File: config.mk
export PLATFORM = sky130hd
export DESIGN_NAME = dmem_arbiter
export DESIGN_NICKNAME = d
export VERILOG_FILES = /design/src/rtl/dmem_arb_pkg.sv /design/src/rtl/rr_pick2.sv /design/src/rtl/dmem_arbiter.sv
export SDC_FILE = /design/constraint.sdc
export NUM_CORES = 1
export LEC_CHECK = 0
export CAP_MARGIN = 20
export CORE_AREA = 2 2 645 647
export DETAILED_ROUTE_END_ITERATION = 10
export DIE_AREA = 0 0 647 649
export HOLD_SLACK_MARGIN = 0.06
export SETUP_SLACK_MARGIN = 0.3
export SLEW_MARGIN = 20
export SYNTH_ARGS = -nofsm -noshare
export SYNTH_HDL_FRONTEND = slang
export SYNTH_HIERARCHICAL = 1
export SYNTH_SLANG_ARGS = --single-unit
export TNS_END_PERCENT = 50
File: constraint.sdc
create_clock -name clk_i -period 14.8 [get_ports clk_i]
set_input_delay 2.96 -clock clk_i [delete_from_list [all_inputs] [get_ports clk_i]]
set_output_delay 2.96 -clock clk_i [all_outputs]
set_load 0.02 [all_outputs]
File: src/rtl/dmem_arb_pkg.sv
// +----------------------------------------------------------------------------+
// | dmem_arb_pkg : shared constants and state encoding for dmem_arbiter        |
// | Rev 1.0                                                                    |
// +----------------------------------------------------------------------------+
`timescale 1ns/1ps
`default_nettype none

package dmem_arb_pkg;

  localparam int unsigned ADDR_W_DEF = 32;
  localparam int unsigned LINE_W_DEF = 256;
  localparam int unsigned LINE_OFS_W = 5;

  localparam logic [1:0] ST_IDLE  = 2'd0;
  localparam logic [1:0] ST_BUSY0 = 2'd1;
  localparam logic [1:0] ST_BUSY1 = 2'd2;

endpackage

`default_nettype wire

File: src/rtl/rr_pick2.sv
// +----------------------------------------------------------------------------+
// | rr_pick2 : two-requester combinational picker, one-hot grant               |
// | Macro ARB_FIXED_PRIO_EN selects fixed priority (port 1 wins ties).         |
// | Rev 1.0                                                                    |
// +----------------------------------------------------------------------------+
`timescale 1ns/1ps
`default_nettype none

module rr_pick2 (
  input  logic [1:0] req,
  input  logic       last_grant,
  output logic [1:0] gnt
);

`ifdef ARB_FIXED_PRIO_EN
  logic w_unused_last_grant;
  assign w_unused_last_grant = last_grant;

  always_comb begin
    gnt = 2'b00;
    if (req[1]) begin
      gnt = 2'b10;
    end else if (req[0]) begin
      gnt = 2'b01;
    end
  end
`else
  // On a tie the port that did not win last time is served.
  always_comb begin
    gnt = 2'b00;
    case (req)
      2'b01:   gnt = 2'b01;
      2'b10:   gnt = 2'b10;
      2'b11:   gnt = last_grant ? 2'b01 : 2'b10;
      default: gnt = 2'b00;
    endcase
  end
`endif

endmodule

`default_nettype wire

File: src/rtl/dmem_arbiter.sv
// +----------------------------------------------------------------------------+
// | dmem_arbiter : shares one line-wide data memory between icache and dcache  |
// | Macro ARB_FIXED_PRIO_EN: port 1 always wins ties (default round-robin).    |
// | Rev 1.0                                                                    |
// +----------------------------------------------------------------------------+
`timescale 1ns/1ps
`default_nettype none

module dmem_arbiter
  import dmem_arb_pkg::*;
#(
  parameter int unsigned ADDR_W = ADDR_W_DEF,
  parameter int unsigned LINE_W = LINE_W_DEF
) (
  input  logic              clk_i,
  input  logic              rst_i,
  input  logic [ADDR_W-1:0] m0_addr_i,
  input  logic [LINE_W-1:0] m0_data_i,
  input  logic              m0_enable_i,
  input  logic              m0_write_i,
  output logic [LINE_W-1:0] m0_data_o,
  output logic              m0_ack_o,
  input  logic [ADDR_W-1:0] m1_addr_i,
  input  logic [LINE_W-1:0] m1_data_i,
  input  logic              m1_enable_i,
  input  logic              m1_write_i,
  output logic [LINE_W-1:0] m1_data_o,
  output logic              m1_ack_o,
  input  logic [LINE_W-1:0] mem_data_i,
  input  logic              mem_ack_i,
  output logic [LINE_W-1:0] mem_data_o,
  output logic [ADDR_W-1:0] mem_addr_o,
  output logic              mem_enable_o,
  output logic              mem_write_o
);

  localparam logic [ADDR_W-1:0] c_line_mask = ~ADDR_W'((1 << LINE_OFS_W) - 1);

  logic [1:0]        r_state;
  logic [1:0]        w_state_nxt;
  logic              r_last_grant;
  logic [1:0]        w_gnt;
  logic              w_grant_fire;
  logic              w_busy;
  logic [ADDR_W-1:0] w_sel_addr;
  logic [LINE_W-1:0] w_sel_data;
  logic              w_sel_write;
  logic [ADDR_W-1:0] r_mem_addr;
  logic [LINE_W-1:0] r_mem_data;
  logic              r_mem_enable;
  logic              r_mem_write;

  rr_pick2 u_pick (
    .req        ({m1_enable_i, m0_enable_i}),
    .last_grant (r_last_grant),
    .gnt        (w_gnt)
  );

  always_ff @(posedge clk_i or posedge rst_i) begin
    if (rst_i) begin
      r_state <= ST_IDLE;
    end else begin
      r_state <= w_state_nxt;
    end
  end

  always_comb begin
    w_state_nxt = r_state;
    case (r_state)
      ST_IDLE: begin
        if (w_gnt[0]) begin
          w_state_nxt = ST_BUSY0;
        end else if (w_gnt[1]) begin
          w_state_nxt = ST_BUSY1;
        end
      end
      ST_BUSY0, ST_BUSY1: begin
        if (mem_ack_i) begin
          w_state_nxt = ST_IDLE;
        end
      end
      default: w_state_nxt = ST_IDLE;
    endcase
  end

  // Acks are steered straight from memory so the cache sees them the same cycle.
  always_comb begin
    m0_ack_o     = 1'b0;
    m1_ack_o     = 1'b0;
    w_grant_fire = 1'b0;
    w_busy       = 1'b0;
    case (r_state)
      ST_IDLE: w_grant_fire = |w_gnt;
      ST_BUSY0: begin
        m0_ack_o = mem_ack_i;
        w_busy   = 1'b1;
      end
      ST_BUSY1: begin
        m1_ack_o = mem_ack_i;
        w_busy   = 1'b1;
      end
      default: begin
        m0_ack_o = 1'b0;
        m1_ack_o = 1'b0;
      end
    endcase
  end

  assign w_sel_addr  = w_gnt[1] ? m1_addr_i  : m0_addr_i;
  assign w_sel_data  = w_gnt[1] ? m1_data_i  : m0_data_i;
  assign w_sel_write = w_gnt[1] ? m1_write_i : m0_write_i;

  // Request is captured at grant and held frozen until the memory acks.
  always_ff @(posedge clk_i or posedge rst_i) begin
    if (rst_i) begin
      r_mem_enable <= 1'b0;
      r_mem_write  <= 1'b0;
      r_mem_addr   <= '0;
      r_mem_data   <= '0;
      r_last_grant <= 1'b1;
    end else if (w_grant_fire) begin
      r_mem_enable <= 1'b1;
      r_mem_write  <= w_sel_write;
      r_mem_addr   <= w_sel_addr & c_line_mask;
      r_mem_data   <= w_sel_data;
      r_last_grant <= w_gnt[1];
    end else if (w_busy && mem_ack_i) begin
      r_mem_enable <= 1'b0;
      r_mem_write  <= 1'b0;
    end
  end

  assign mem_enable_o = r_mem_enable;
  assign mem_write_o  = r_mem_write;
  assign mem_addr_o   = r_mem_addr;
  assign mem_data_o   = r_mem_data;
  assign m0_data_o    = mem_data_i;
  assign m1_data_o    = mem_data_i;

endmodule

`default_nettype wire

; Word-level counts from Yosys, hierarchy flattened
; Cells that the tools add are included.
[totals]
reg_bits = 288
latch_bits = 0
mem_bits_rw = 0
rom_bits = 0
out_inout_bits = 804
word_cells = 35
n_memories = 0
[classes]
n_addsub = 0
n_mul = 0
n_div = 0
n_lt_le_gt_ge = 0
n_eq_ne = 7
shift = 0
n_mux = 16
n_bitwise = 0
n_reduce_logical = 6
[op_table]
columns = cell, count
row1 = $mux 256, 1
row2 = $mux 32, 1
row3 = $mux 1, 8
row4 = $mux 2, 4
row5 = $eq 2x2->1 const B, 3
row6 = $pmux 2 s3, 1
row7 = $eq 2x1->1 const B, 2
row8 = $pmux 2 s2, 1
row9 = $reduce_or 2->1, 2
row10 = $ne 3x2->1 const B, 1
row11 = $logic_not 2->1, 1
row12 = $ne 2x1->1 const B, 1
row13 = $reduce_and 2->1, 1
row14 = $reduce_bool 2->1, 1
row15 = $logic_and 1x1->1, 1

; Logic depth before layout (Yosys ltp)
[logic_depth]
depth_word = 6
mapped_depth = 9
ltp_nobuf = 5

; By module
; Netlist, hierarchy kept.
[by_module_without_submodules]
columns = module, instances, cells_per_inst, area_per_inst_um2, seq_area_each_um2
row1 = dmem_arbiter, 1, 1774, 17128.9, 7208.2
row2 = rr_pick2, 1, 3, 18.8, 0.0

; Least setup slack after synthesis
; Ideal clock, no wire load.
[synth_path]
path_type = input to output
startpoint = input mem_ack_i
endpoint = output m0_ack_o
arrival_ps = 3176
required_time_ps = 11840
path_slack_ps = 8664
stages = 1
cell_sequence = and2_1
[synth_between]
elab_chain_cells = 1
[synth_lines]
columns = item, line
row1 = start: declaration, dmem_arbiter.sv:30  ; input logic mem_ack_i,
row2 = $mux 1, dmem_arbiter.sv:92  ; case (r_state)
row3 = end: declaration, dmem_arbiter.sv:22  ; output logic m0_ack_o,
; Every way passes these cells.

; Final worst setup path
[layout_path]
startpoint = input mem_ack_i
endpoint = output m1_ack_o
[layout_between]
elab_chain_cells = 1
[layout_lines]
columns = item, line
row1 = $mux 1, dmem_arbiter.sv:92
row2 = end: declaration, dmem_arbiter.sv:28  ; output logic m1_ack_o,
; Every way passes these cells.

==> run summary <==
The instance count of the mapped netlist came out at between 1.5k and 2k. Wires add up to between 300,000 and 400,000 um. In this run, post-CTS hold repair placed 0 buffers. The startpoint kind of the worst setup timing path is an input pin. The first detailed-routing pass took 5 iterations. For this run, the slowest stage of the critical path takes roughly 1.0 ns. The count of max-cap constraint violations is 0. The startpoint identified for the worst register-to-register timing path is r_last_grant. The post-route setup TNS is 0 ns. Setup repair after global routing left no endpoint under its margin. The number of max-slew violations in the final report came to 0.

The most numerous cell type found on the critical path is sky130_fd_sc_hd__clkdlybuf4s50_1. The type of the worst min-delay path is flop to flop. At the end of routability-driven placement, the weighted congestion stood at ~0.87. The hold path depth is 2.

The latest clock arrival within the worst-skew pair came out at roughly 0.73 ns. After detailed routing, the number of remaining DRC violations is 0. In this run the number of H-tree levels came out at 2. The post-CTS setup buffer count is 0. The global-route usage over all layers came out at approximately 14%. After clock tree synthesis, the clock-pin slew on the worst setup and hold paths is 0.05 ns. The total of warnings raised by yosys is 6. The core region is 413,000 um^2. The area of all placed cells without fillers is roughly 30,000 um^2.

After layout, the worst path uses 51.9% of the clock period. The transition time of the tightest slew-check pin came out at 1.32 ns. Along the worst path, the maximum fanout reaches 4. The count of nets left with antenna violations once routing finished came out at 0. Summed over all cells, the static leakage comes to between 10 and 15 nW. For the worst setup path, the data required time is 11.84 ns. Gates resized during post-CTS repair numbered 0. The number of global-route vias before repair came out at about 15k.

The root buffer selected by CTS is sky130_fd_sc_hd__clkbuf_16. The worst supply voltage drop on vdd came out at ~0.00014 V. The post-synthesis compound-gate area fraction is about 8.6%. Tracing the worst setup path back leads to its startpoint at mem_ack_i. Registers take around 7000 um^2. The arrival time reported for the critical path endpoint is 4.72 ns. The hold-critical path endpoint is mem_data_o[61]. The main combinational cell family by area after synthesis is buffers and inverters. The routed wirelength normalized by instance count is around 40 um. The headroom to the max-slew limit came out at approximately an eighth. The largest individual stage delay along the critical path comes from the cell sky130_fd_sc_hd__clkdlybuf4s50_1. After filler insertion, the fill cell instance count of the layout stands at between 40k and 50k. The cell area after synthesis came out at ~17,000 um^2. The total count of hold-check failures in the final report is 0.

The height of the die came out at between 600 and 700 um. The die covers about 420,000 um^2. The number of rows in the core area came out at about 240. The setup path with the least slack is of type input pin to output port. After detailed routing, the number of vias per cell comes to 2.03. Counting cells, the worst reg-to-reg path comes to 7. The multi-input gate area in the final layout is roughly 5500 um^2. Of the total synthesized cell area, the portion taken by AND, OR, NAND and NOR gates is approximately 6.5%. The detailed router placed 15.4k vias in this run. The sum of overflow across all layers after global routing is 0. The fraction of the yosys area taken by sequential cells came out at a little over two fifths.

Each instance of the synthesized netlist takes up on average 9.65 um^2. The first global-routing pass estimated 335,000 um of wire. The final critical path time including I/O delays and setup is a little under 8 ns. The hold slack is around 0.47 ns.

The slack of the worst reg-to-reg path came out at around 11 ns. The worst clock skew on the final layout is approximately 0.053 ns. The top-level I/O count came out at between 1.5k and 2k. The number of buffers inserted during clock tree synthesis is 46. The instance area at placement came out at ~28,000 um^2.

The final setup violation count is 0. The number of register bits inferred by synthesis is around 290. For this configuration, the core starts out at a cell density of between 4 and 5%.

STA classifies the critical path endpoint as an output port. The flow ran to the end, and the final reports show no timing, DRC or antenna violations. For this run, the share of the core covered by cells in the final layout is under 10%. The adder-cell share of the synthesized area came out at 0.219%. The portion of synthesized area spent on multiplexers is between 10% and 20%.

Traced cell by cell, the critical path runs through clkdlybuf4s50_1, and2_1, clkdlybuf4s50_1. The clock sink total came out at between 200 and 300. The width of the chip is 647 um. The worst hold path begins at mem_data_o[61].

Detailed placement finished with a half-perimeter wire length of around 280,000 um. After the last flow step, the layout net total stands at between 2k and 3k. The power density over the cells is just over 200 nW/um^2.

The detailed router's first-iteration violation count is 869. The synthesized netlist contains 24 unique library cells. The fraction of final layout cells with drive strength greater than 1 is approximately 6.6%. The pin count of the biggest net entering global routing came out at 132.

TritonCTS built the clock tree. Power comes to 6.19 mW. The growth of design area from synthesis to finish came out at 74.2%. The number of buffer cells added on primary ports is roughly 860. The parity-gate share of the synthesized area counting xor and xnor cells came out at 0%.

For this run, the top clock speed supported by timing is about 0.13 GHz. The number of antenna violations at the first check in global routing came out at 195. The endpoint identified for the worst register-to-register timing path is mem_data_o[199]. The maximum root-to-sink buffer count is 3.
==> flip-flops by register name (all words and copies together) (netlist names) <==
name and cells:
mem_addr_o 27, mem_data_o 256, r_last_grant 1, r_state 2, mem_write_o 1, mem_enable_o 1
==> where the power goes <==
| part | internal (mW) | leakage [nW] | switching (mW) |
|---|---|---|---|
| sequential | 1.18 | 3.54 | 0.212 |
| clock | 0.684 | 0.770 | 0.548 |
| combinational | 1.05 | 5.94 | 2.51 |
==> per-layer routing <==
layer	vias up	share of wire [%]	GRT usage [%]
li1	6033	-	-
met1	6641	23	9.21
met2	2057	45	22.6
met3	590	28	17.7
met4	127	4.1	4.36
met5	-	0.48	1.01
==> logic make-up after synthesis <==
family | Yosys count
AO/OA/AOI/OAI | 291
AND/OR/NAND/NOR | 294
other | 1
adder cells (fa/ha/maj) | 3
buffers and inverters | 616
flip-flops | 288
multiplexers | 284
==> how the worst max path moves through the flow <==
stage	cells past startpoint	endpoint	slack (ns)
finish	3	m1_ack_o	7.12
global route	3	m1_ack_o	7.11
CTS	3	m1_ack_o	7.01
detailed placement	3	m1_ack_o	7.03
global placement	3	m1_ack_o	7.02
floorplan	1	mem_addr_o[10]	3.89
==> stage by stage <==
| stage | setup slack (ns) | std cells |
|---|---|---|
| after detailed placement | 7.03 | 7519 |
| after global placement | 7.02 | 7519 |
| after global routing | 7.11 | 7605 |
| after floorplan | 3.89 | 1781 |
| final | 7.12 | 7617 |
| after CTS | 7.01 | 7603 |
==> cells in the mapped netlist <==
library cell | n | share of area (%)
sky130_fd_sc_hd__dfstp_2 | 1 | 0.15
sky130_fd_sc_hd__buf_2 | 42 | 1.2
sky130_fd_sc_hd__clkbuf_1 | 17 | 0.37
sky130_fd_sc_hd__nand3b_1 | 1 | 0.044
sky130_fd_sc_hd__nand2b_1 | 2 | 0.073
sky130_fd_sc_hd__and2_1 | 2 | 0.073
sky130_fd_sc_hd__buf_6 | 13 | 0.85
sky130_fd_sc_hd__nand2_1 | 287 | 6.3
sky130_fd_sc_hd__mux2i_1 | 284 | 17
sky130_fd_sc_hd__a21oi_1 | 2 | 0.058
sky130_fd_sc_hd__o21ai_2 | 1 | 0.051
sky130_fd_sc_hd__clkbuf_2 | 10 | 0.29
sky130_fd_sc_hd__a21boi_0 | 1 | 0.044
sky130_fd_sc_hd__conb_1 | 1 | 0.022
sky130_fd_sc_hd__o21ai_0 | 99 | 2.9
sky130_fd_sc_hd__buf_4 | 530 | 23
sky130_fd_sc_hd__ha_1 | 3 | 0.22
sky130_fd_sc_hd__o211ai_1 | 1 | 0.044
sky130_fd_sc_hd__inv_1 | 4 | 0.088
sky130_fd_sc_hd__o21ai_1 | 185 | 5.4
sky130_fd_sc_hd__a21boi_1 | 1 | 0.044
sky130_fd_sc_hd__nand3_1 | 2 | 0.058
sky130_fd_sc_hd__dfrtp_1 | 287 | 42
sky130_fd_sc_hd__a22o_1 | 1 | 0.051
==> worst max-delay path, delay by kind of cell <==
family,cells,cell delay (ns)
buffers and inverters,2,1.57
and+or+nand+nor,1,0.15
==> layout by cell type, fill, tap and decap left out, drive strengths merged, types with 3 or more instances in the layout <==
cell	instances
buf	59
bufinv	4
clkbuf	60
clkdlybuf4s50	817
clkinv	16
clkinvlp	3
conb	5
dfrtp	287
diode	14
ha	3
inv	5
mux2i	284
nand2	287
o21ai	285
==> cell type report <==
| class | instances | share of cell area [%] |
|---|---|---|
| Inverter | 4 | 0.0754 |
| Antenna cell | 14 | 0.117 |
| Multi-Input combinational cell | 877 | 18.4 |
| Clock buffer | 60 | 4.30 |
| Clock inverter | 24 | 1.01 |
| Timing Repair Buffer | 876 | 29.0 |
| Tap cell | 5474 | 22.9 |
| Sequential cell | 288 | 24.1 |
(Power assumes the default switching activity.)
